$ cat src/rtl/mult32_sequencer.sv
// rtl/mult32_sequencer.sv - sequential signed/unsigned shift-add multiplier with Kogge-Stone slice adder
//
// Ports:
//   clk, rst          clock, asynchronous active-high reset
//   start             request one multiplication (sampled in IDLE only)
//   in0, in1          multiplicand / multiplier, captured at accept
//   sign_en_in0/in1   1 = operand is two's complement, 0 = unsigned
//   busy              high in RUN and FIX
//   done              one-cycle pulse in DONE, result valid
//   result            2*WIDTH-bit product, held until the next FIX write

module cla4_ks (
    input  logic [3:0] a,
    input  logic [3:0] b,
    input  logic       cin,
    output logic [3:0] sum,
    output logic       cout
);
    logic [3:0] g, p, g1, p1, g2, p2;
    logic [4:0] c;

    // Two prefix levels (span 1, span 2) give group generate/propagate for bits [i:0].
    always_comb begin
        g     = a & b;
        p     = a ^ b;
        g1[0] = g[0];
        p1[0] = p[0];
        for (int i = 1; i < 4; i++) begin
            g1[i] = g[i] | (p[i] & g[i-1]);
            p1[i] = p[i] & p[i-1];
        end
        for (int i = 0; i < 2; i++) begin
            g2[i] = g1[i];
            p2[i] = p1[i];
        end
        for (int i = 2; i < 4; i++) begin
            g2[i] = g1[i] | (p1[i] & g1[i-2]);
            p2[i] = p1[i] & p1[i-2];
        end
        c[0] = cin;
        for (int i = 0; i < 4; i++) begin
            c[i+1] = g2[i] | (p2[i] & cin);
        end
        sum  = p ^ c[3:0];
        cout = c[4];
    end
endmodule

module mult32_sequencer #(
    parameter int WIDTH = 32
) (
    input  logic                 clk,
    input  logic                 rst,
    input  logic                 start,
    input  logic [WIDTH-1:0]     in0,
    input  logic [WIDTH-1:0]     in1,
    input  logic                 sign_en_in0,
    input  logic                 sign_en_in1,
    output logic                 busy,
    output logic                 done,
    output logic [2*WIDTH-1:0]   result
);
    localparam int CW     = $clog2(WIDTH);
    localparam int SLICES = WIDTH / 4;

    typedef enum logic [1:0] {IDLE, RUN, FIX, DONE} state_t;

    state_t               state, state_next;
    logic [CW-1:0]        iter;
    logic [WIDTH-1:0]     mag0, mag1;
    logic                 neg;
    logic [2*WIDTH-1:0]   acc;

    logic                 in0_neg, in1_neg;
    logic [WIDTH-1:0]     mag0_d, mag1_d;
    logic [WIDTH-1:0]     addend, sum;
    logic [SLICES:0]      carry;

    assign in0_neg = sign_en_in0 & in0[WIDTH-1];
    assign in1_neg = sign_en_in1 & in1[WIDTH-1];
    // The most-negative value negates to itself, which read unsigned is the correct magnitude.
    assign mag0_d  = in0_neg ? -in0 : in0;
    assign mag1_d  = in1_neg ? -in1 : in1;

    assign addend   = acc[0] ? mag0 : '0;
    assign carry[0] = 1'b0;

    for (genvar k = 0; k < SLICES; k++) begin : g_slice
        cla4_ks u_cla (
            .a    (acc[WIDTH + 4*k +: 4]),
            .b    (addend[4*k +: 4]),
            .cin  (carry[k]),
            .sum  (sum[4*k +: 4]),
            .cout (carry[k+1])
        );
    end

    always_ff @(posedge clk or posedge rst) begin
        if (rst) begin
            state <= IDLE;
        end else begin
            state <= state_next;
        end
    end

    always_comb begin
        state_next = state;
        case (state)
            IDLE:    if (start) state_next = RUN;
            RUN:     if (iter == CW'(WIDTH - 1)) state_next = FIX;
            FIX:     state_next = DONE;
            DONE:    state_next = IDLE;
            default: state_next = IDLE;
        endcase
    end

    always_ff @(posedge clk or posedge rst) begin
        if (rst) begin
            iter   <= '0;
            mag0   <= '0;
            mag1   <= '0;
            neg    <= 1'b0;
            acc    <= '0;
            result <= '0;
        end else begin
            case (state)
                IDLE: begin
                    if (start) begin
                        mag0 <= mag0_d;
                        mag1 <= mag1_d;
                        neg  <= in0_neg ^ in1_neg;
                        acc  <= {{WIDTH{1'b0}}, mag1_d};
                        iter <= '0;
                    end
                end
                RUN: begin
                    // Carry out of the top slice becomes the new MSB after the right shift.
                    acc  <= {carry[SLICES], sum, acc[WIDTH-1:1]};
                    iter <= iter + CW'(1);
                end
                FIX: begin
                    result <= neg ? -acc : acc;
                end
                default: ;
            endcase
        end
    end

    assign busy = (state == RUN) || (state == FIX);
    assign done = (state == DONE);

endmodule

$ cat config.mk
export PLATFORM = sky130hd
export DESIGN_NAME = mult32_sequencer
export DESIGN_NICKNAME = d
export VERILOG_FILES = /design/src/rtl/mult32_sequencer.sv
export SDC_FILE = /design/constraint.sdc
export NUM_CORES = 1
export LEC_CHECK = 0
export ABC_AREA = 1
export CAP_MARGIN = 20
export CORE_MARGIN = 4
export CORE_UTILIZATION = 57
export CTS_BUF_LIST = sky130_fd_sc_hd__clkbuf_4 sky130_fd_sc_hd__clkbuf_8
export DETAILED_ROUTE_END_ITERATION = 10
export DONT_BUFFER_PORTS = 1
export GPL_TIMING_DRIVEN = 1
export HOLD_SLACK_MARGIN = 0.06
export PLACE_DENSITY_LB_ADDON = 0.1
export RECOVER_POWER = 50
export SETUP_SLACK_MARGIN = 0.3
export SKIP_CTS_REPAIR_TIMING = 1
export SYNTH_ARGS = -nofsm -noshare
export SYNTH_HDL_FRONTEND = slang
export SYNTH_SLANG_ARGS = --single-unit
$ cat constraint.sdc
create_clock -name clk -period 9.03 [get_ports clk]
set_clock_uncertainty 0.2 [all_clocks]
set_input_delay 0.4515 -clock clk [delete_from_list [all_inputs] [get_ports clk]]
set_output_delay 0.4515 -clock clk [all_outputs]
set_load 0.1 [all_outputs]
== After elaboration in Yosys (flattened, before gate mapping) ==
Cells that the tools add are included.

* Add/sub/neg operators: 4
* Eq/ne operators: 6
* Multiplexer cells: 11
* Bitwise logic cells: 200
* Reduce and logical (&&, ||, !) cells: 6

{| class="wikitable"
|+ Operators by type and width
! kind !! count
|-
| $mux 64 || 2
|-
| $pmux 64 s2 || 1
|-
| $and 1x1->1 || 107
|-
| $mux 32 || 3
|-
| $or 1x1->1 || 68
|-
| $neg 32->32 || 2
|-
| $neg 64->64 || 1
|-
| $xor 4x4->4 || 16
|-
| $and 4x4->4 || 8
|-
| $pmux 5 s2 || 1
|-
| $pmux 2 s4 || 1
|-
| $reduce_and 2->1 || 3
|-
| $add 5x1->5 const B || 1
|-
| $eq 5x5->1 const B || 1
|-
| $mux 5 || 1
|-
| $eq 2x2->1 const B || 2
|-
| $mux 2 || 2
|-
| $ne 2x2->1 const B || 2
|-
| $eq 2x1->1 const B || 1
|-
| $logic_not 2->1 || 1
|-
| $reduce_bool 2->1 || 1
|-
| $logic_or 1x1->1 || 1
|-
| $xor 1x1->1 || 1
|}

* Register bits: 168
* Logic and storage cells: 233

== Depth between registers and ports, before layout ==
Gate-level depths: netlist of run 1.

* Word-level depth: 22
* Gate-level depth with buffers: 27
* Mapped depth without buffers: 25

== Modules after synthesis ==
From an unflattened synthesis of run 1, not the netlist that was laid out.

* Cell total of the unflattened synthesis: 1,852
* Area, all modules: 12,205.5 µm²

{| class="wikitable"
|+ Modules (own cells, without submodules)
! module !! times used !! cells an instance !! area each (µm²)
|-
| mult32_sequencer || 1 || 1,636 || 10,844.2
|-
| cla4_ks || 8 || 27 || 170.2
|}

== Least setup slack after synthesis of run 1 ==
Ideal clock, no wire load.

* Path type: register -> register
* Start: reg acc[0]
* End: reg acc[59]
* Setup time: 0.132 ns
* Arrival: 2.837 ns
* Data required time: 8.698 ns
* Slack: 5.861 ns
* Cell stages (with the launch flop): 26
* Period minus slack after synthesis: 3.169 ns
* Cell sequence: dfrtp_1 > buf_2 > clkbuf_1 > nand2_1 > inv_1 > ha_1 > inv_1 > fa_1 > inv_1 > nand2_1 > nand2_1 > nand3_1 > nand2_1 > nand2_1 > nand2_1 > nand2_1 > nand2_1 > nand2_1 > nand2_1 > nand2_1 > nand2_1 > nand2_1 > nand2_1 > fa_1 > nand2_1 > o21ai_0

* Longest elaborated chain between the ends: 20
* Elaborated cells on any way between the ends: 91
* Classes of those cells: mux (2); bitwise (89)

{| class="wikitable"
|+ RTL lines
! what !! RTL line !! text
|-
| start: declaration || 72 || <nowiki>logic [2*WIDTH-1:0] acc;</nowiki>
|-
| start signal: assignment || 132 || <nowiki>acc <= {{WIDTH{1'b0}}, mag1_d};</nowiki>
|-
| start signal: assignment || 138 || <nowiki>acc <= {carry[SLICES], sum, acc[WIDTH-1:1]};</nowiki>
|-
| $mux 32 * || 85 || <nowiki>assign addend = acc[0] ? mag0 : '0;</nowiki>
|-
| $xor 4x4->4 or $and 4x4->4 (tied branches) || 25, 24 ||
|-
| $and 1x1->1 || 29 || <nowiki>g1[i] = g[i] | (p[i] & g[i-1]);</nowiki>
|-
| $or 1x1->1 || 29 ||
|-
| $and 1x1->1 || 37 || <nowiki>g2[i] = g1[i] | (p1[i] & g1[i-2]);</nowiki>
|-
| $or 1x1->1 || 37 ||
|-
| $and 1x1->1 || 42 || <nowiki>c[i+1] = g2[i] | (p2[i] & cin);</nowiki>
|-
| $or 1x1->1 || 42 ||
|-
| [... 4 more ...] || n/a ||
|-
| $and 1x1->1 || 42 ||
|-
| $or 1x1->1 || 42 ||
|-
| $and 1x1->1 || 42 ||
|-
| $or 1x1->1 || 42 ||
|-
| $and 1x1->1 || 42 ||
|-
| $or 1x1->1 || 42 ||
|-
| $xor 4x4->4 * || 44 || <nowiki>sum = p ^ c[3:0];</nowiki>
|-
| $pmux 64 s2 * || 126 || <nowiki>case (state)</nowiki>
|}

Mark *: on every way between the ends. The rest lies on a longest branch, timed or not.
A chain may end at the register's enable or synchronous reset.

==> results of run 1 <==
==> metrics by stage <==
| stage | area (um2) | setup slack [ns] | util [%] | hold slack (ns) | cells |
|---|---|---|---|---|---|
| 6_report | 12100 | 3.75 | 64.2 | 0.0192 | 1779 |
| 5_1_grt | 12100 | 2.59 | 64.2 | 0.0585 | 1779 |
| 4_1_cts | 11700 | 5.14 | 61.7 | -0.328 | 1731 |
| 3_5_place_dp | 11300 | 5.20 | 59.6 | 0.171 | 1700 |
| 3_3_place_gp | 11300 | 5.33 | 59.6 | 0.174 | 1699 |
| 2_1_floorplan | 11100 | 3.83 | - | 0.249 | 1484 |
==> Yosys cell counts (all sizes together) (5+ instances only) <==
| cell | n |
|---|---|
| nand2 | 370 |
| nor2 | 178 |
| dfrtp | 168 |
| inv | 161 |
| o21ai | 128 |
| xor2 | 80 |
| nand3 | 65 |
| clkbuf | 50 |
| a21oi | 43 |
| ha | 41 |
| nor3 | 24 |
| o22ai | 22 |
| nand4 | 21 |
| a31oi | 20 |
| xnor2 | 18 |
| o221ai | 14 |
| nor4 | 12 |
| o211ai | 9 |
| fa | 8 |
| or2 | 7 |
| o31ai | 6 |
| and3 | 5 |
| buf | 5 |
| o311ai | 5 |
==> logic make-up (layout without fill, tap and decap cells) <==
family | after synthesis | after routing | share of synthesized area [%]
simple gates | 689 | 689 | 26.6
compound gates | 262 | 262 | 14.0
buf+inv | 218 | 253 | 7.44
flops | 168 | 168 | 38.0
xor+xnor | 98 | 98 | 7.76
fa+ha+maj | 49 | 49 | 6.09
==> final timing paths <==
| path | to | start | slack [ns] |
|---|---|---|---|
| worst max register to register | acc[6]$_DFFE_PP0P_ | state[0]$_DFFE_PP0P_ | 4.61 |
| worst max-delay path | result[23]$_DFFE_PP0P_ | rst | 3.75 |
| worst min-delay path | mag0[16]$_DFFE_PP0P_ | in0[16] | 0.02 |
| max in group clk | acc[6]$_DFFE_PP0P_ | state[0]$_DFFE_PP0P_ | 4.61 |
| min in group asynchronous | acc[54]$_DFFE_PP0P_ | rst | 0.85 |
| worst min register to register | mag0[13]$_DFFE_PP0P_ | mag0[13]$_DFFE_PP0P_ | 0.29 |
==> placed cells by master, fill, tap and decap left out, types with 20 or more instances in the layout <==
cell type	netlist	layout
ha_1	41	41
dfrtp_1	168	168
xor2_1	80	80
a21oi_1	42	42
o21ai_0	102	101
nand3_1	62	62
a31oi_1	20	20
o21ai_1	23	23
nand4_1	20	20
nor2_1	172	172
dlygate4sd3_1	0	48
o22ai_1	22	22
inv_1	152	151
nand2_1	367	367
==> cell type report <==
type | count | share of cell area [%]
clock buffer | 20 | 2.22
tap | 260 | 2.68
inverter | 163 | 5.07
clock inverter | 11 | 1.00
sequential | 168 | 34.7
multi-input combinational | 1098 | 49.7
timing repair buffer | 59 | 4.61
==> metal layers <==
layer	wire, um	GRT usage (%)	share of wire, %	vias to the layer above
met4	620	6.62	2.1	0
li1	-	-	-	4916
met5	0	0	0	-
met2	12000	38.2	41	408
met1	14100	42.0	48	4601
met3	2730	6.11	9.2	56
==> registers in the layout (all words and copies together) (netlist names) <==
signal / count
acc: 64
iter: 5
mag0: 32
neg: 1
result: 64
state: 2
==> worst max-delay path, stage by stage <==
cell	delay (ns)
dlygate4sd3_1	0.55
clkinvlp_2	1.27
clkbuf_1	2.52
==> impl_metrics.toml, run 1 <==
[run_status]
status = "finished with violations"
violations = "max-capacitance violations, max-slew violations"

[cts]
cts.sinks = 168
clock-root-buffer = "clkbuf_8"
cts_tree = "built"
h-tree-depth = 4
clkTransAtPathRegs_ns = 0.09
clk_path_buf_depth = 2
cts_buffers = 17
insertion_delay_ns = 0.46

[cells_and_area]
register_area_mm2 = 0.00420
nFillCells = 1724
multiInputGateArea_mm2 = 0.00603
nets = 1625
syn2layout_area_growth_pct = 9.69
antenna_cells = 0
layout-drive-gt1-share_pct = 5.27

[flow_run]
drv_cap = 4

[global_route]
grtUsageTotal_pct = 27.0
antenna_found_initial = 0
grt_pass1_vias = 9202
globalRouteOverflowTotal = 0
grt_pass1_wl_um = 47600
grt_max_degree = 84

[timing]
period_minus_slack_ns = 5.28
tightestPinTransition_ns = 3.47
timing.final.hold_violations = 0
min_period_over_period_pct = 58.5
drv_slew = 234
fmax_mhz = 189
tns_ns = 0
setup_viol = 0
rsz0062_at_grt = "false"
slew_headroom_pct = -132

[routing]
ant_nets = 0
dr.first_iter.drc_count = 859
vias_per_cell = 5.61
detail_route.wirelength_um = 29500
drt-wirelength-per-cell_um = 16.6
drc = 0
routed-via-count = 9981
firstDrtPassIters = 6

[yosys]
syn_area_per_cell_um2 = 7.45
synth_top_area_cell = "dfrtp_1"
synthCells = 1484
yosys.area.top_type_share_pct = 38.0
synthFlopType = "dfrtp_1"
ys_types = 56
synth_edf_count = 0
async_flop_share_pct = 100
seq_area_frac_synth_pct = 38.0
ys_seq_elements = 168
synth_warnings = 0
syn_nets = 1602
syn_area_mm2 = 0.0111
synth_area_leaders = "dfrtp_1 38%, nand2_1 12%, xor2_1 6.3%, nor2_1 5.8%, inv_1 5.2%"

[worst_hold_path]
hold_class = "input pin to flip-flop"
hold_path_depth = 2

[floorplan]
rows = 50
initial_core_util_pct = 58.5
die_w_um = 147
num_io_pins = 135
die_area_mm2 = 0.0217
die_h_um = 147
core_area_mm2 = 0.0189

[placement]
io_buffers = 0
dp_hpwl_um = 22100
place.gp.congestion = 0.933

[critical_path]
startpoint_type = "input pin"
path_class = "input pin to async pin"
worst-r2r-cell-count = 7
cp-end-kind = "async pin"
critPathArrivalTime_ns = 4.87
cp.required_ns = 8.62
cp_max_fo = 67
Power of run 1 is not shown: default switching activity piles up to over one toggle a cycle in this logic, so the estimate is an artifact.
==> run 2, diff against run 1 <==
==> constraint.sdc (replaced) <==
create_clock -name clk -period 5.3 [get_ports clk]
set_clock_uncertainty 0.2 [all_clocks]
set_input_delay 0.265 -clock clk [delete_from_list [all_inputs] [get_ports clk]]
set_output_delay 0.265 -clock clk [all_outputs]
set_load 0.1 [all_outputs]
==> impl_metrics.toml, run 2 (synthesis gave the netlist of run 1 again) <==
[timing]
slew_headroom_pct = 30.3
tightestPinTransition_ns = 1.05
drv_slew = 0
rsz0062_at_grt = "false"
fmax_mhz = 264
timing.final.hold_violations = 1
tns_ns = 0
min_period_over_period_pct = 71.6
setup_viol = 0
worst_hold_slack_ns = -0.0106
period_minus_slack_ns = 3.79

[routing]
detail_route.wirelength_um = 30500
drt-wirelength-per-cell_um = 16.7
ant_nets = 0
routed-via-count = 10379
firstDrtPassIters = 6
drc = 0
dr.first_iter.drc_count = 1151
vias_per_cell = 5.70

[critical_path]
cp-end-kind = "flip-flop"
crit-reg2reg-capture = "acc[59]$_DFFE_PP0P_"
cp_max_fo = 33
cp.required_ns = 5.44
cp-endpoint = "acc[59]$_DFFE_PP0P_"
cp_common_cell = "nand2_1"
startpoint_type = "flip-flop"
critPathArrivalTime_ns = 3.94
crit_chain = "nand2_1 > inv_1 > ha_1 > inv_1 > fa_1 > inv_1 > nand2_1 > nand2_1 > nand3_1 > nand2_1 > nand2_1 > nand2_1 > nand2_1 > nand2_1 > nand2_1 > nand2_1 > nand2_1 > nand2_1 > nand2_1 > nand2_1 > fa_1 > nand2_1 > o21ai_0"
r2r-start = "acc[0]$_DFFE_PP0P_"
crit_start = "acc[0]$_DFFE_PP0P_"
regToRegSetupSlack_ns = 1.51
cpPeakStageDelay_ns = 0.99
worst-r2r-cell-count = 23
path_class = "flip-flop to flip-flop"
cpMaxStageDelayCell = "dfrtp_1"

[cells_and_area]
top_regs = "acc x64, result x64, mag0 x32"
antenna_cells = 0
syn2layout_area_growth_pct = 14.2
register_area_mm2 = 0.00420
final_cell_mix = "367 x nand2_1, 172 x nor2_1, 168 x dfrtp_1"
nFillCells = 1631
final_common_cell = "nand2_1"
final_util_pct = 66.8
layout-drive-gt1-share_pct = 5.38
nets = 1667
multiInputGateArea_mm2 = 0.00603

[floorplan]
rows = 50
die_h_um = 147
core_area_mm2 = 0.0189
num_io_pins = 135
initial_core_util_pct = 58.5
die_w_um = 147
die_area_mm2 = 0.0217

[global_route]
grt_pass1_vias = 8947
globalRouteOverflowTotal = 0
grtUsageTotal_pct = 26.8
grt_max_degree = 169
grt_pass1_wl_um = 47000
antenna_found_initial = 0

[worst_hold_path]
hold_class = "input pin to flip-flop"
hold_path_depth = 5

[cts]
insertion_delay_ns = 0.47
clock-root-buffer = "clkbuf_8"
h-tree-depth = 4
cts_tree = "built"
clk_path_buf_depth = 2
cts.sinks = 168
cts_buffers = 17
clkTransAtPathRegs_ns = 0.09

[placement]
io_buffers = 0
place.gp.congestion = 0.902
dp_hpwl_um = 21600

[run_status]
violations = "negative hold slack"
status = "finished with violations"

[flow_run]
drv_cap = 0
==> run 2: changes by cell type in the layout (fill, tap and decap cells not counted) <==
cell	previous run	this run
buf_4	7	8
clkbuf_4	1	0
clkinvlp_2	1	0
clkinv_2	5	2
buf_12	0	1
clkinvlp_4	2	3
clkinv_4	1	4
buf_16	0	2
inv_8	0	1
buf_8	1	0
clkbuf_1	3	0
inv_6	2	4
clkbuf_8	19	18
dlygate4sd3_1	48	90
==> run 2: cell type report <==
| class | instances | share of cell area [%] |
|---|---|---|
| Clock buffer | 18 | 1.96 |
| Sequential cell | 168 | 33.3 |
| Clock inverter | 14 | 1.28 |
| Multi-Input combinational cell | 1098 | 47.8 |
| Tap cell | 260 | 2.58 |
| Timing Repair Buffer | 101 | 8.21 |
| Inverter | 163 | 4.89 |
==> run 2: worst min-delay path by stage <==
| stage | from | end | slack, ns |
|---|---|---|---|
| 3_3_place_gp | in0[31] | mag0[31]$_DFFE_PP0P_ | 0.23 |
| 4_1_cts | in0[31] | mag0[31]$_DFFE_PP0P_ | -0.28 |
| 5_1_grt | in1[8] | acc[9]$_DFFE_PP0P_ | 0.03 |
| 6_report | in1[20] | acc[21]$_DFFE_PP0P_ | -0.01 |
| 3_5_place_dp | in0[15] | mag0[15]$_DFFE_PP0P_ | 0.23 |
| 2_1_floorplan | in0[31] | mag0[31]$_DFFE_PP0P_ | 0.20 |
==> run 2: layer usage <==
layer | vias to the layer above | global-route usage, % | routed length (um)
met5 | - | 0 | 0
met4 | 0 | 7.08 | 866
met3 | 86 | 5.98 | 3030
met2 | 557 | 36.4 | 12400
met1 | 4736 | 42.6 | 14200
li1 | 5000 | - | -
==> run 2: metrics by stage <==
stage                     setup WS (ns)  cell area [um2]  hold WS [ns]  instances
after floorplan                    2.13            11100         0.203       1484
after global placement             1.60            11300         0.229       1698
after detailed placement           1.51            11300         0.235       1699
after CTS                          1.49            11700        -0.277       1731
after global routing               1.04            12600        0.0342       1822
final                              1.51            12600       -0.0106       1822
==> run 2: worst max-delay path, delay by kind of cell (launching register included) <==
kind / cells / cell delay, ns
flip-flops: 1 / 0.99
adder cells (fa/ha/maj): 3 / 0.94
AND/OR/NAND/NOR: 16 / 1.22
buffers and inverters: 3 / 0.22
AO/OA/AOI/OAI: 1 / 0.09
Power of run 2 is left out for the same reason.
==> run 3, diff against run 2 <==
==> constraint.sdc (replaced) <==
create_clock -name clk -period 3.7 [get_ports clk]
set_clock_uncertainty 0.2 [all_clocks]
set_input_delay 0.185 -clock clk [delete_from_list [all_inputs] [get_ports clk]]
set_output_delay 0.185 -clock clk [all_outputs]
set_load 0.1 [all_outputs]
==> impl_metrics.toml, run 3 (synthesis gave the netlist of run 1 again) <==
[run_status]
status = "finished with violations"
violations = "negative hold slack"

[global_route]
grt_pass1_vias = 9067
globalRouteOverflowTotal = 0
grt_max_degree = 104
grt_pass1_wl_um = 47900
grtUsageTotal_pct = 27.3
antenna_found_initial = 0

[routing]
detail_route.wirelength_um = 31400
drt-wirelength-per-cell_um = 16.9
firstDrtPassIters = 5
vias_per_cell = 5.67
routed-via-count = 10522
drc = 0
ant_nets = 0
dr.first_iter.drc_count = 919

[timing]
tns_ns = 0
drv_slew = 0
fmax_mhz = 290
timing.final.ws_setup_ns = 0.248
period_minus_slack_ns = 3.45
rsz0062_at_grt = "false"
worst_hold_slack_ns = -0.00638
tightestPinTransition_ns = 1.43
timing.final.hold_violations = 2
setup_viol = 0
slew_headroom_pct = 4.85
min_period_over_period_pct = 93.3

[cells_and_area]
final_cell_area_mm2 = 0.0129
syn2layout_area_growth_pct = 17.1
layout-drive-gt1-share_pct = 6.02
final_common_cell = "nand2_1"
antenna_cells = 0
top_regs = "acc x64, result x64, mag0 x32"
final_cell_mix = "366 x nand2_1, 172 x nor2_1, 167 x dfrtp_1"
final_util_pct = 68.5
nets = 1701
fin_cells = 1856

[pwr]
p_switching_mw = 7.61
powerDensity_mw_per_mm2 = 1000
p_seq_share_pct = 46.4
switching_share_pct = 58.6
vdd_drop_max_v = 0.00115
p_leak_nw = 6.16
p_int_mw = 5.39
power.share.clock_pct = 11.7
p_comb_share_pct = 41.9

[placement]
dpl_cell_area_mm2 = 0.0113
io_buffers = 0
place.gp.congestion = 0.931
dp_hpwl_um = 22400
post-place-ws_ns = 0.433
dp_cells = 1706

[critical_path]
critPathArrivalTime_ns = 3.61
worst-r2r-cell-count = 23
startpoint_type = "input pin"
cpMaxStageDelayCell = "dlygate4sd3_1"
path_buf_inv = 4
crit_chain = "dlygate4sd3_1 > inv_2 > nand3_1 > nor2_1 > nand3b_1 > nor3_2 > nand3_1 > nor3_1 > nor2_1 > nor2_1 > dlygate4sd3_1 > o221ai_1 > dlygate4sd3_1"
r2r-start = "acc[0]$_DFFE_PP0P_"
cpPeakStageDelay_ns = 0.60
cp.required_ns = 3.86
critPathTopFamily = "buffers and inverters"
regToRegSetupSlack_ns = 0.62
cp_max_fo = 5
path_class = "input pin to flip-flop"
cp-end-kind = "flip-flop"
crit-reg2reg-capture = "acc[59]$_DFFE_PP0P_"

[cts]
cts_tree = "built"
clkTransAtPathRegs_ns = 0.10
insertion_delay_ns = 0.48
cts.sinks = 168
h-tree-depth = 4
cts_buffers = 17
clk_path_buf_depth = 2
clock-root-buffer = "clkbuf_8"

[floorplan]
rows = 50
die_h_um = 147
num_io_pins = 135
core_area_mm2 = 0.0189
initial_core_util_pct = 58.5
die_area_mm2 = 0.0217
die_w_um = 147

[worst_hold_path]
hold_path_depth = 5
hold_class = "input pin to flip-flop"
min_from = "in1[12]"
min_to = "acc[23]$_DFFE_PP0P_"

[flow_run]
drv_cap = 0
==> run 3: cell types whose count changed in the layout (fill, tap and decap cells not counted), sizes merged <==
cell / change
clkinv: -2
clkbuf: +1
dlygate4sd3: +25
buf: +7
bufinv: +2
clkinvlp: +1
==> run 3: worst min-delay path, stage by stage <==
cell      delay [ns]
nor3_2          0.05
nand4_1         0.09
nand2_1         0.06
xor2_1          0.13
o221ai_1        0.10
==> run 3: how the worst max path moves through the flow <==
stage	startpoint	endpoint	slack, ns	depth (start not counted)
final	in1[2]	acc[19]$_DFFE_PP0P_	0.25	13
after global routing	in0[4]	mag0[30]$_DFFE_PP0P_	0.16	16
after CTS	acc[0]$_DFFE_PP0P_	acc[60]$_DFFE_PP0P_	0.41	19
after detailed placement	acc[0]$_DFFE_PP0P_	acc[60]$_DFFE_PP0P_	0.43	19
after global placement	acc[0]$_DFFE_PP0P_	acc[59]$_DFFE_PP0P_	0.54	23
after floorplan	acc[0]$_DFFE_PP0P_	acc[59]$_DFFE_PP0P_	0.53	25
==> run 3: cell type report <==
class	count	area, um2
multi-input cells	1098	6040
clock buffers	17	234
fillers	1558	5950
inverters	163	614
repair buffers	135	1320
clock inverters	15	214
flip-flops and latches	168	4210
well taps	260	325
==> run 3: power by group through the flow <==
stage	Combinational, mW	Clock [mW]	Sequential [mW]
5_1_grt	6.16	1.61	6.15
3_3_place_gp	5.02	0	6.02
4_1_cts	5.12	1.53	6.01
3_5_place_dp	5.10	0	6.05
6_report	5.45	1.52	6.04
2_1_floorplan	4.04	0	5.67
==> run 3: stage by stage <==
stage	hold WS, ns	total power [mW]
global placement	-0.0246	11.0
detailed placement	-0.0263	11.1
CTS	-0.536	12.7
floorplan	0.123	9.71
global route	0.0697	13.9
finish	-0.00638	13.0
==> run 3: layer usage <==
| layer | up-vias | global-route usage (%) | share of wire, % |
|---|---|---|---|
| met5 | - | 0 | 0 |
| met4 | 0 | 6.01 | 1.7 |
| met3 | 51 | 6.63 | 9.6 |
| met2 | 489 | 37.6 | 42 |
| met1 | 4908 | 43.1 | 46 |
| li1 | 5074 | - | - |
Note: power is estimated with default switching activity, not from simulation.
